### src/rtl/console_pkg.sv
// Shared types and constants for the text console writer and its cursor.
package console_pkg;
  localparam int COLS_DEF = 80;
  localparam int ROWS_DEF = 30;
  localparam int ADDR_W   = 12;
  localparam int COL_W    = 7;
  localparam int ROW_W    = 5;

  typedef enum logic [1:0] {IDLE, WRITE, CLR_LINE, CLR_SCREEN} state_e;

  localparam logic [7:0] CR    = 8'h0D;
  localparam logic [7:0] LF    = 8'h0A;
  localparam logic [7:0] BS    = 8'h08;
  localparam logic [7:0] FF    = 8'h0C;
  localparam logic [7:0] SPACE = 8'h20;

  typedef struct packed {
    logic              en;
    logic [ADDR_W-1:0] addr;
    logic [7:0]        data;
  } wr_s;

  function automatic logic is_printable(input logic [7:0] b);
    return (b >= 8'h20) && (b <= 8'h7E);
  endfunction
endpackage

### src/rtl/console_cursor.sv
// Cursor position register with column/row wrap. row_wrap flags that the
// requested step takes the row from ROWS-1 back to 0 this cycle.
module console_cursor
  import console_pkg::*;
#(
  parameter int COLS = COLS_DEF,
  parameter int ROWS = ROWS_DEF
) (
  input  logic             clk,
  input  logic             rst_n,
  input  logic             inc_col,
  input  logic             inc_row,
  input  logic             dec_col,
  input  logic             col_zero,
  input  logic             home,
  output logic [COL_W-1:0] col,
  output logic [ROW_W-1:0] row,
  output logic             row_wrap
);
  logic [COL_W-1:0] col_q, col_d;
  logic [ROW_W-1:0] row_q, row_d;
  logic last_col, last_row, row_step;

  assign last_col = (col_q == COL_W'(COLS - 1));
  assign last_row = (row_q == ROW_W'(ROWS - 1));
  assign row_step = inc_row | (inc_col & last_col);
  assign row_wrap = row_step & last_row & ~home;

  always_comb begin
    col_d = col_q;
    row_d = row_q;
    if (home) begin
      col_d = '0;
      row_d = '0;
    end else begin
      if (inc_col)       col_d = last_col ? '0 : col_q + 1'b1;
      else if (dec_col)  col_d = (col_q == '0) ? '0 : col_q - 1'b1;
      else if (col_zero) col_d = '0;
      if (row_step)      row_d = last_row ? '0 : row_q + 1'b1;
    end
  end

  always_ff @(posedge clk or negedge rst_n) begin
    if (!rst_n) begin
      col_q <= '0;
      row_q <= '0;
    end else begin
      col_q <= col_d;
      row_q <= row_d;
    end
  end

  assign col = col_q;
  assign row = row_q;
endmodule

### src/rtl/text_console_writer.sv
// ASCII byte stream to character-RAM writer with line/screen clear.
// Define CONSOLE_CLEAR_ON_RESET_EN to clear the whole screen after reset release.
module text_console_writer
  import console_pkg::*;
#(
  parameter int COLS = COLS_DEF,
  parameter int ROWS = ROWS_DEF
) (
  input  logic              clk,
  input  logic              rst_n,
  input  logic              in_valid,
  input  logic [7:0]        in_data,
  output logic              in_ready,
  output logic              wr_en,
  output logic [ADDR_W-1:0] wr_addr,
  output logic [7:0]        wr_data,
  output logic [COL_W-1:0]  cursor_col,
  output logic [ROW_W-1:0]  cursor_row
);
`ifdef CONSOLE_CLEAR_ON_RESET_EN
  localparam logic INIT_CLR = 1'b1;
`else
  localparam logic INIT_CLR = 1'b0;
`endif
  localparam logic [ADDR_W-1:0] LINE_N   = ADDR_W'(COLS);
  localparam logic [ADDR_W-1:0] SCREEN_N = ADDR_W'(COLS * ROWS);

  state_e            state_q, state_d;
  wr_s               wr_q, wr_d;
  logic [ADDR_W-1:0] cnt_q, cnt_d;
  logic              init_q, init_d;
  logic              inc_col, inc_row, dec_col, col_zero, home, row_wrap;
  logic              take;
  logic [ADDR_W-1:0] cur_addr;

  console_cursor #(.COLS(COLS), .ROWS(ROWS)) u_cursor (
    .clk      (clk),
    .rst_n    (rst_n),
    .inc_col  (inc_col),
    .inc_row  (inc_row),
    .dec_col  (dec_col),
    .col_zero (col_zero),
    .home     (home),
    .col      (cursor_col),
    .row      (cursor_row),
    .row_wrap (row_wrap)
  );

  assign in_ready = rst_n && (state_q == IDLE) && !init_q;
  assign take     = in_valid && in_ready;
  assign cur_addr = ADDR_W'(cursor_row) * ADDR_W'(COLS) + ADDR_W'(cursor_col);

  // Both clears start at address 0: a line clear only follows a wrap to row 0.
  always_comb begin
    state_d  = state_q;
    wr_d     = wr_q;
    wr_d.en  = 1'b0;
    cnt_d    = cnt_q;
    init_d   = init_q;
    inc_col  = 1'b0;
    inc_row  = 1'b0;
    dec_col  = 1'b0;
    col_zero = 1'b0;
    home     = 1'b0;
    case (state_q)
      IDLE: begin
        if (init_q) begin
          init_d  = 1'b0;
          state_d = CLR_SCREEN;
          wr_d    = '{1'b1, '0, SPACE};
          cnt_d   = ADDR_W'(1);
        end else if (take) begin
          if (is_printable(in_data)) begin
            state_d = WRITE;
            wr_d    = '{1'b1, cur_addr, in_data};
          end else begin
            case (in_data)
              CR: col_zero = 1'b1;
              LF: begin
                inc_row = 1'b1;
                if (row_wrap) begin
                  state_d = CLR_LINE;
                  wr_d    = '{1'b1, '0, SPACE};
                  cnt_d   = ADDR_W'(1);
                end
              end
              BS: dec_col = 1'b1;
              FF: begin
                state_d = CLR_SCREEN;
                wr_d    = '{1'b1, '0, SPACE};
                cnt_d   = ADDR_W'(1);
              end
              default: ;
            endcase
          end
        end
      end
      WRITE: begin
        inc_col = 1'b1;
        if (row_wrap) begin
          state_d = CLR_LINE;
          wr_d    = '{1'b1, '0, SPACE};
          cnt_d   = ADDR_W'(1);
        end else begin
          state_d = IDLE;
        end
      end
      CLR_LINE, CLR_SCREEN: begin
        if (cnt_q == ((state_q == CLR_LINE) ? LINE_N : SCREEN_N)) begin
          home    = 1'b1;
          state_d = IDLE;
        end else begin
          wr_d  = '{1'b1, cnt_q, SPACE};
          cnt_d = cnt_q + 1'b1;
        end
      end
      default: state_d = IDLE;
    endcase
  end

  always_ff @(posedge clk or negedge rst_n) begin
    if (!rst_n) begin
      state_q <= IDLE;
      wr_q    <= '0;
      cnt_q   <= '0;
      init_q  <= INIT_CLR;
    end else begin
      state_q <= state_d;
      wr_q    <= wr_d;
      cnt_q   <= cnt_d;
      init_q  <= init_d;
    end
  end

  assign wr_en   = wr_q.en;
  assign wr_addr = wr_q.addr;
  assign wr_data = wr_q.data;
endmodule

### config.mk
export PLATFORM = sky130hd
export DESIGN_NAME = text_console_writer
export DESIGN_NICKNAME = d
export VERILOG_FILES = /design/src/rtl/console_pkg.sv /design/src/rtl/console_cursor.sv /design/src/rtl/text_console_writer.sv
export SDC_FILE = /design/constraint.sdc
export NUM_CORES = 1
export LEC_CHECK = 0
export BUFFER_PORTS_ARGS = -buffer_cell sky130_fd_sc_hd__buf_2
export CAP_MARGIN = 20
export CORE_ASPECT_RATIO = 2
export CORE_UTILIZATION = 57
export CTS_CLUSTER_DIAMETER = 60
export DETAILED_ROUTE_END_ITERATION = 16
export PLACE_DENSITY = 0.78
export SETUP_SLACK_MARGIN = 0.02
export SLEW_MARGIN = 40
export SYNTH_ARGS = -nofsm -noshare
export SYNTH_HDL_FRONTEND = slang
export SYNTH_SLANG_ARGS = --single-unit
export TNS_END_PERCENT = 30
### constraint.sdc
create_clock -name clk -period 2.9 [get_ports clk]
set_input_delay 0.58 -clock clk [delete_from_list [all_inputs] [get_ports clk]]
set_output_delay 0.58 -clock clk [all_outputs]
set_load 0.03 [all_outputs]
# After elaboration in Yosys (flattened, before gate mapping)
# Cells that the tools add are included.
# classes
magnitude_cmp,2
n_reduce_logical,11
add_sub_neg,5
eq_ne,17
multipliers,1
mux,44
bitwise,5
# op_table
cell,n
21-bit 2-to-1 mux,4
21-bit one-hot mux with 3 select lines,1
12-bit 2-to-1 mux,5
7-bit 2-to-1 mux,6
21-bit one-hot mux with 2 select lines,1
12-bit one-hot mux with 3 select lines,1
"8-bit by 4-bit == test with 1-bit output, second input constant",4
12-bit one-hot mux with 2 select lines,1
1-bit 2-to-1 mux,15
5-bit 2-to-1 mux,3
"12-bit by 1-bit adder with 12-bit output, second input constant",1
12-bit by 7-bit adder with 12-bit output,1
12-bit == test,1
2-bit 2-to-1 mux,5
"8-bit by 6-bit greater-or-equal comparator with 1-bit output, second input constant",1
"8-bit by 7-bit <= comparator with 1-bit output, second input constant",1
"5-bit by 3-bit multiplier with 8-bit output, second input constant",1
"2-bit inequality test, second input constant",4
4-bit AND reduction,2
"7-bit by 1-bit adder with 7-bit output, second input constant",1
"7-bit == test, second input constant",1
7-bit logical NOT,1
"7-bit by 1-bit subtractor with 7-bit output, second input constant",1
2-bit one-hot mux with 3 select lines,1
other kinds (17),22
# word_totals
out_inout_bits,34
in_bits,11
regBits,47
elab_cells,92

# Depth between registers and ports, before layout
# Gate-level depths: netlist of run 1.
# logic_depth
word_depth,13
ltp_mapped,8
depth_no_buf,8

# Modules after synthesis
# A second synthesis of run 1 with hierarchy kept.
# hier_totals
cells_unflattened,325
area_unflattened_um2,3111.7
# by_module_without_submodules
module,seq_area_each_um2,instances,cells_each,area_each_um2
text_console_writer,875.8,1,240,2293.4
console_cursor,300.3,1,85,818.3

# Worst setup path before layout of run 1
# No wires, ideal clock.
# synth_timing
path_kind,register to register
start,"reg u_cursor.row_q[1], in the netlist u_cursor.row[1]"
end,"reg wr_q, in the netlist wr_addr[9]"
stages_incl_launch_ff,8
n_path_buf,0
t_required_ns,2.774
arrival_ns,2.282
setup_ns,0.126
path_slack_ns,0.492
period_less_slack_ns,2.408
path_cell_list,dfrtp_1 > ha_1 > ha_1 > inv_1 > fa_1 > nor3b_1 > xnor2_1 > a221o_1
# synth_via
elab_chain_len,8
word_cells_on_any_way,10
classes_between,add/sub (1); mul (1); eq/ne (1); mux (5); bitwise (2)
# synth_lines
item,line,text
start: declaration,console_cursor.sv:21,"logic [ROW_W-1:0] row_q, row_d;"
start signal: assignment,console_cursor.sv:49,row_q <= row_d;
"parallel branches: the longest is 7 deep, another holds 12-bit by 7-bit adder with 12-bit output",-,
21-bit one-hot mux with 3 select lines (*),text_console_writer.sv:65,case (state_q)
end signal: assignment,text_console_writer.sv:129,wr_q <= wr_d;
end: declaration,text_console_writer.sv:29,"wr_s wr_q, wr_d;"
# Every way passes the cells marked *. The select of a mux whose other input is x is not followed.
# A chain may end at the register's enable or synchronous reset.

# Final worst setup path of run 1
# Same ends and word-level chain as after synthesis.

==> impl_metrics.csv, run 1 <==
group,metric,value,unit
layout,final_net_count,383,
detailed_routing,vias,2616,
synth,syn_inst,304,
synth,avgSynthCellArea,9.84,µm²
synth,synth_top_family_by_area,"compound AO/OA/AOI/OAI gates",
synth,synth_fa_ha_area_share,8.03,%
layout,regArea,1180,µm²
clock_network,cts_resized,0,
worst_setup_path,worstPathBufferInverterCount,1,
synth,syn_area,2990,µm²
sta,finalWorstSetupSlack,0.492,ns
worst_setup_path,slowest_delay,0.48,ns
floorplanning,row_count,37,
clock_network,root_buffer,"clkbuf_8",
detailed_routing,drtIter0Drc,72,
synth,ys_seq_area_share,39.3,%
layout,n_fill_cell,457,
detailed_routing,viasPerCell,6.33,
floorplanning,core,5090,µm²
worst_setup_path,cp_data_required_time,3.11,ns
floorplanning,dieWidth,53.2,µm
sta,setup_viol,0,
placed_design,globalplace.congestion,0.834,
clock_network,clock_path_buffers,2,
pwr,p_comb_share,3.5,%
synth,synth_top_flop_cell,"dfrtp_1",
pwr,p_int,0.929,mW
sta,fmax,415,MHz
status,status,"finished, final reports clean",
pwr,power_frac_seq,54.7,%
global_routing,grt_overflow,0,
synth,synth-edff-count,0,
global_routing,grt_pass1_wl,12.0,mm
detailed_routing,wire_per_inst,18.1,µm
synth,synth_cell_type_count,62,
sta,whs,0.0594,ns
sta,timing.final.crit_period,2.41,ns
clock_network,cts-hold-fix-buffers,0,
sta,skew,0.00971,ns
worst_setup_path,end_kind,"flop",
placed_design,io_buffers,44,
floorplanning,initial_core_util,58.8,%
floorplanning,die-height,104,µm
sta,grt_setup_unrepaired,"no",
synth,muxShareOfSynthArea,1.76,%
pwr,p_clk_share,41.8,%
layout,area_delta_synth_final,14.3,%
clock_network,clock_latency,0.31,ns
synth,syn_nets,333,
layout,diodes,0,
worst_setup_path,arrival,2.62,ns
detailed_routing,firstDrtPassIters,4,
global_routing,grt_use_total,29.5,%
clock_network,cts_tree,"built",
worst_setup_path,crit_path_top_delay_cell,"dfrtp_1",
pwr,p_sw,0.273,mW
sta,finalHoldViolCount,0,
clock_network,h-tree-depth,2,
worst_setup_path,worst_setup_path_start_kind,"flop",
clock_network,cts_buffers,5,
clock_network,clkSinkCount,47,
sta,fin_crit_sh,83.0,%
synth,async_flop_share,100,%
pwr,power.leakage,1.75,nW
layout,drive_gt1_share,21.7,%
worst_setup_path,crit_chain,"ha_1 > ha_1 > inv_1 > fa_1 > nor3b_1 > xnor2_1 > a221o_1",
worst_setup_path,cp_top_family,"adder cells",
floorplanning,io_pins,45,
synth,synth_seq_cells,47,
worst_setup_path,cp_common_cell,"ha_1",
worst_hold_path,min_path_type,"input pin to async pin",
layout,multiInputGateArea,1700,µm²
synth,synth_xor_xnor_area_share,3.51,%
pwr,p_per_area,351,nW/µm²
worst_setup_path,cp_max_fo,7,
floorplanning,fp.dieArea,5560,µm²
clock_network,path_clk_slew,0.10,ns
sta,maxSlewHeadroom,60.8,%
worst_setup_path,criticalPathCategory,"flop to flop",
sta,finalMaxSlewViolations,0,
sta,tns,0,ns
global_routing,grt_pass1_vias,2542,
placed_design,dp_hpwl,5.69,mm
pwr,vdd_ir_drop_max,0.373,mV
pwr,p_sw_share,22.7,%
detailed_routing,drc,0,
run,maxCapViolCount,0,
clock_network,cts_setup_buffers,0,
detailed_routing,drt-total-wl,7.47,mm
detailed_routing,ant_nets,0,
placed_design,dpl_worst_slack,0.498,ns
synth,synth_compound_area_share,22.7,%
sta,worst_pin_slew,0.584,ns
synth,ys_warn_count,0,
global_routing,antenna_found_initial,0,
global_routing,grt_max_degree,48,
synth,synth-simple-area-share,20.7,%
pwr,power,1.20,mW
cell usage after synthesis (2+ instances only):
master	n	area, µm²
nor4b_1	2	17.5
nand3_1	25	125
a21oi_2	2	17.5
buf_2	3	15.0
a221o_1	5	50.1
nand2_1	11	41.3
xor2_1	7	61.3
mux2i_1	3	30.0
a21o_1	17	128
o21ai_0	13	65.1
nand2b_1	3	18.8
nand4_1	7	43.8
a41oi_1	3	26.3
clkbuf_1	4	15.0
o211ai_1	4	30.0
a22o_1	15	131
xnor2_1	5	43.8
or3_1	5	31.3
and2_1	7	43.8
nand4_2	2	25.0
inv_1	16	60.1
buf_4	2	15.0
a21oi_1	11	55.1
a31oi_1	6	37.5
fa_1	2	40.0
nor3_1	5	25.0
nor3_2	2	20.0
nor2b_1	3	18.8
nor2_1	14	52.6
a22oi_1	2	15.0
ha_1	16	200
and3_1	6	37.5
dfrtp_1	47	1180
registers in the layout, indices dropped and copies added, names as in the netlist:
signal and cells:
wr_en 1, wr_addr 12, state_q 2, cnt_q 12, u_cursor.col 7, u_cursor.row 5, wr_data 8
kinds of logic (layout without fill, tap and decap cells):
kind of cell             count (synthesis)  count (layout)
AND/OR/NAND/NOR                        105             105
XOR/XNOR                                12              12
adder cells (fa/ha/maj)                 18              18
multiplexers                             4               4
AO/OA/AOI/OAI                           90              90
buffers and inverters                   28              79
flip-flops                              47              47
placed cells by master (no fill, tap or decap), drive strengths merged, types with 2 or more instances in the layout:
master	instances
nor3	7
o211ai	4
a21o	17
mux2i	4
inv	18
clkbuf	5
o31ai	2
xnor2	5
or3	5
nor2b	3
fa	2
a31oi	7
xor2	7
nand4	9
ha	16
a221o	5
nor3b	2
nand3	25
nand2b	3
dfrtp	47
nand2	11
and2	7
a41oi	3
a22oi	2
buf	53
nor4b	2
a22o	15
o21ai	13
and3	6
nor2	15
a21oi	13
final timing paths:
check	end	cells past startpoint	slack, ns	startpoint
worst max register to register	wr_addr[9]$_DFFE_PN0P_	7	0.49	u_cursor.row[1]$_DFFE_PN0P_
worst max-delay path	wr_addr[9]$_DFFE_PN0P_	7	0.49	u_cursor.row[1]$_DFFE_PN0P_
worst min register to register	wr_addr[8]$_DFFE_PN0P_	1	0.48	wr_addr[8]$_DFFE_PN0P_
min in group clk	wr_addr[8]$_DFFE_PN0P_	1	0.48	wr_addr[8]$_DFFE_PN0P_
worst min-delay path	u_cursor.col[2]$_DFFE_PN0P_	1	0.06	rst_n
max in group asynchronous	u_cursor.row[0]$_DFFE_PN0P_	2	2.08	rst_n
power groups by stage:
| stage | Clock [mW] | Combinational, mW | Sequential, mW |
|---|---|---|---|
| 6_report | 0.502 | 0.0425 | 0.656 |
| 5_1_grt | 0.541 | 0.0476 | 0.657 |
| 4_1_cts | 0.513 | 0.0429 | 0.657 |
| 3_5_place_dp | 0 | 0.0426 | 0.669 |
| 3_3_place_gp | 0 | 0.0420 | 0.669 |
| 2_1_floorplan | 0 | 0.0147 | 0.669 |
final cells by class:
class | instances | share of cell area (%)
Multi-Input combinational cell | 229 | 49.7
Sequential cell | 47 | 34.4
Inverter | 18 | 2.05
Clock inverter | 3 | 1.35
Timing Repair Buffer | 53 | 8.42
Clock buffer | 5 | 2.01
Tap cell | 58 | 2.12
worst register-to-register path, delay by kind of cell (launching register included):
family                     cells  cell delay (ns)
DFF                            1             0.48
AOI/OAI and AO/OA              1             0.31
xor gates and xnor gates       1             0.10
buffers and inverters          1             0.07
and+or+nand+nor                1             0.34
adders and majority gates      3             1.01
stage by stage:
| step | area, µm² | util (%) | instances |
|---|---|---|---|
| 2_1_floorplan | 2990 | - | 304 |
| 3_3_place_gp | 3300 | 64.9 | 405 |
| 3_5_place_dp | 3300 | 64.9 | 405 |
| 4_1_cts | 3420 | 67.1 | 413 |
| 5_1_grt | 3420 | 67.1 | 413 |
| 6_report | 3420 | 67.1 | 413 |
routing by layer:
metal | GRT usage (%) | share of wire, % | up-vias
met5 | 0 | 0 | -
li1 | - | - | 1246
met2 | 52.5 | 56 | 65
met4 | 10.2 | 2.6 | 0
met1 | 33.8 | 38 | 1285
met3 | 3.95 | 2.8 | 20
Note: power is estimated with default switching activity, not from simulation.
==> run 2: changes to the inputs <==
==> constraint.sdc (replaced) <==
create_clock -name clk -period 2.4 [get_ports clk]
set_input_delay 0.48 -clock clk [delete_from_list [all_inputs] [get_ports clk]]
set_output_delay 0.48 -clock clk [all_outputs]
set_load 0.03 [all_outputs]
==> impl_metrics.csv, run 2 (synthesized netlist as in run 1, its figures left out) <==
group,metric,value,unit
status,status,"finished, final reports clean",
layout,area_delta_synth_final,18.4,%
pwr,p_sw_share,24.1,%
detailed_routing,wire_per_inst,18.0,µm
floorplanning,io_pins,45,
worst_setup_path,cp_max_fo,3,
placed_design,io_buffers,44,
placed_design,dp_hpwl,5.97,mm
sta,setup_viol,0,
detailed_routing,ant_nets,0,
clock_network,clock_latency,0.32,ns
floorplanning,dieWidth,53.2,µm
clock_network,clkSinkCount,47,
sta,skew,0.0112,ns
layout,n_fill_cell,429,
worst_setup_path,ff2ff_path_depth,7,
sta,worst_pin_slew,0.677,ns
worst_setup_path,slowest_delay,0.45,ns
floorplanning,fp.dieArea,5560,µm²
pwr,vdd_ir_drop_max,0.479,mV
layout,diodes,0,
placed_design,globalplace.congestion,0.847,
detailed_routing,firstDrtPassIters,4,
global_routing,grt_use_total,31.5,%
clock_network,cts-hold-fix-buffers,0,
worst_setup_path,worstPathBufferInverterCount,1,
floorplanning,initial_core_util,58.8,%
layout,drive_gt1_share,26.2,%
pwr,p_clk_share,36.7,%
global_routing,grt_pass1_vias,2793,
pwr,power,1.34,mW
sta,finalHoldViolCount,0,
clock_network,path_clk_slew,0.09,ns
sta,maxSlewHeadroom,54.5,%
layout,final_net_count,402,
sta,grt_setup_unrepaired,"yes",
sta,timing.final.crit_period,2.26,ns
clock_network,h-tree-depth,2,
worst_setup_path,r2r-end,"wr_addr[9]$_DFFE_PN0P_",
global_routing,antenna_found_initial,0,
worst_setup_path,worst_setup_path_start_kind,"flop",
pwr,p_int,1.01,mW
worst_setup_path,criticalPathCategory,"flop to flop",
layout,layout_commonest_cell,"dfrtp_1",
worst_setup_path,end_kind,"flop",
layout,finalInstanceArea,3540,µm²
global_routing,grt_max_degree,43,
layout,final_cell_mix,"dfrtp_1, buf_2, buf_4",
pwr,power_frac_seq,59.4,%
worst_setup_path,timing.rr.start,"u_cursor.row[1]$_DFFE_PN0P_",
clock_network,cts_tree,"built",
worst_setup_path,cp_top_family,"adder cells",
clock_network,clock_path_buffers,2,
placed_design,placed_cell_area,3450,µm²
clock_network,root_buffer,"clkbuf_8",
floorplanning,die-height,104,µm
clock_network,cts_buffers,5,
worst_setup_path,arrival,2.47,ns
run,maxCapViolCount,0,
detailed_routing,drt-total-wl,7.77,mm
worst_setup_path,crit_chain,"ha_1 > ha_1 > inv_1 > fa_1 > nor3b_1 > xnor2_1 > a221o_1",
detailed_routing,drtIter0Drc,58,
worst_setup_path,reg2reg_setup_slack,0.14,ns
detailed_routing,viasPerCell,6.33,
floorplanning,core,5090,µm²
floorplanning,row_count,37,
global_routing,grt_overflow,0,
sta,fin_crit_sh,94.3,%
worst_setup_path,cp_common_cell,"ha_1",
sta,fmax,442,MHz
pwr,p_per_area,377,nW/µm²
worst_setup_path,crit_path_top_delay_cell,"fa_1",
sta,finalMaxSlewViolations,0,
detailed_routing,vias,2736,
global_routing,grt_pass1_wl,12.8,mm
pwr,power.leakage,1.83,nW
pwr,p_sw,0.322,mW
detailed_routing,drc,0,
worst_setup_path,cp_data_required_time,2.61,ns
worst_hold_path,min_path_type,"input pin to async pin",
pwr,p_comb_share,3.9,%
[run 2: stage by stage]
step / cells / hold slack (ns) / util, % / setup TNS, ns / worst slack (ns)
2_1_floorplan: 304 / 0.184 / - / 0 / 0.0795
3_3_place_gp: 424 / 0.457 / 67.7 / 0 / 0.191
3_5_place_dp: 424 / 0.460 / 67.7 / 0 / 0.138
4_1_cts: 432 / 0.130 / 69.4 / 0 / 0.133
5_1_grt: 432 / 0.132 / 69.6 / -0.0225 / -0.0198
6_report: 432 / 0.136 / 69.6 / 0 / 0.136
[run 2: timing repair]
action                                  CTS  global route
endpoints found under the setup margin    0             3
resized for setup                         0             1
buffers inserted                          0             0
[run 2: final cells by class]
type / instances / area, µm² / area share [%]
multi-input combinational: 229 / 1710 / 48.1
timing repair buffer: 72 / 430 / 12.2
sequential: 47 / 1180 / 33.3
clock inverter: 2 / 12.5 / 0.353
inverter: 18 / 70.1 / 1.98
tap: 58 / 72.6 / 2.05
clock buffer: 6 / 72.6 / 2.05
[run 2: routing by layer]
layer,up-vias,track usage (%),routed length [µm]
met5,-,0,0
met3,19,4.82,189
met4,0,16.7,316
li1,1287,-,-
met2,54,55.7,4370
met1,1376,33.1,2900
[run 2: worst max path at each step]
| stage | from | end | slack (ns) | depth (start not counted) |
|---|---|---|---|---|
| 2_1_floorplan | u_cursor.row[1]$_DFFE_PN0P_ | wr_addr[9]$_DFFE_PN0P_ | 0.08 | 7 |
| 3_3_place_gp | u_cursor.row[1]$_DFFE_PN0P_ | wr_addr[9]$_DFFE_PN0P_ | 0.19 | 7 |
| 3_5_place_dp | u_cursor.row[1]$_DFFE_PN0P_ | wr_addr[9]$_DFFE_PN0P_ | 0.14 | 7 |
| 4_1_cts | u_cursor.row[1]$_DFFE_PN0P_ | wr_addr[9]$_DFFE_PN0P_ | 0.13 | 7 |
| 5_1_grt | u_cursor.row[3]$_DFFE_PN0P_ | wr_addr[10]$_DFFE_PN0P_ | -0.02 | 8 |
| 6_report | u_cursor.row[1]$_DFFE_PN0P_ | wr_addr[9]$_DFFE_PN0P_ | 0.14 | 7 |
[run 2: power groups by stage]
stage / clock, mW / sequential, mW / combinational, mW
final: 0.489 / 0.793 / 0.0523
after floorplan: 0 / 0.808 / 0.0178
after global routing: 0.521 / 0.794 / 0.0585
after global placement: 0 / 0.809 / 0.0516
after CTS: 0.492 / 0.793 / 0.0533
after detailed placement: 0 / 0.809 / 0.0527
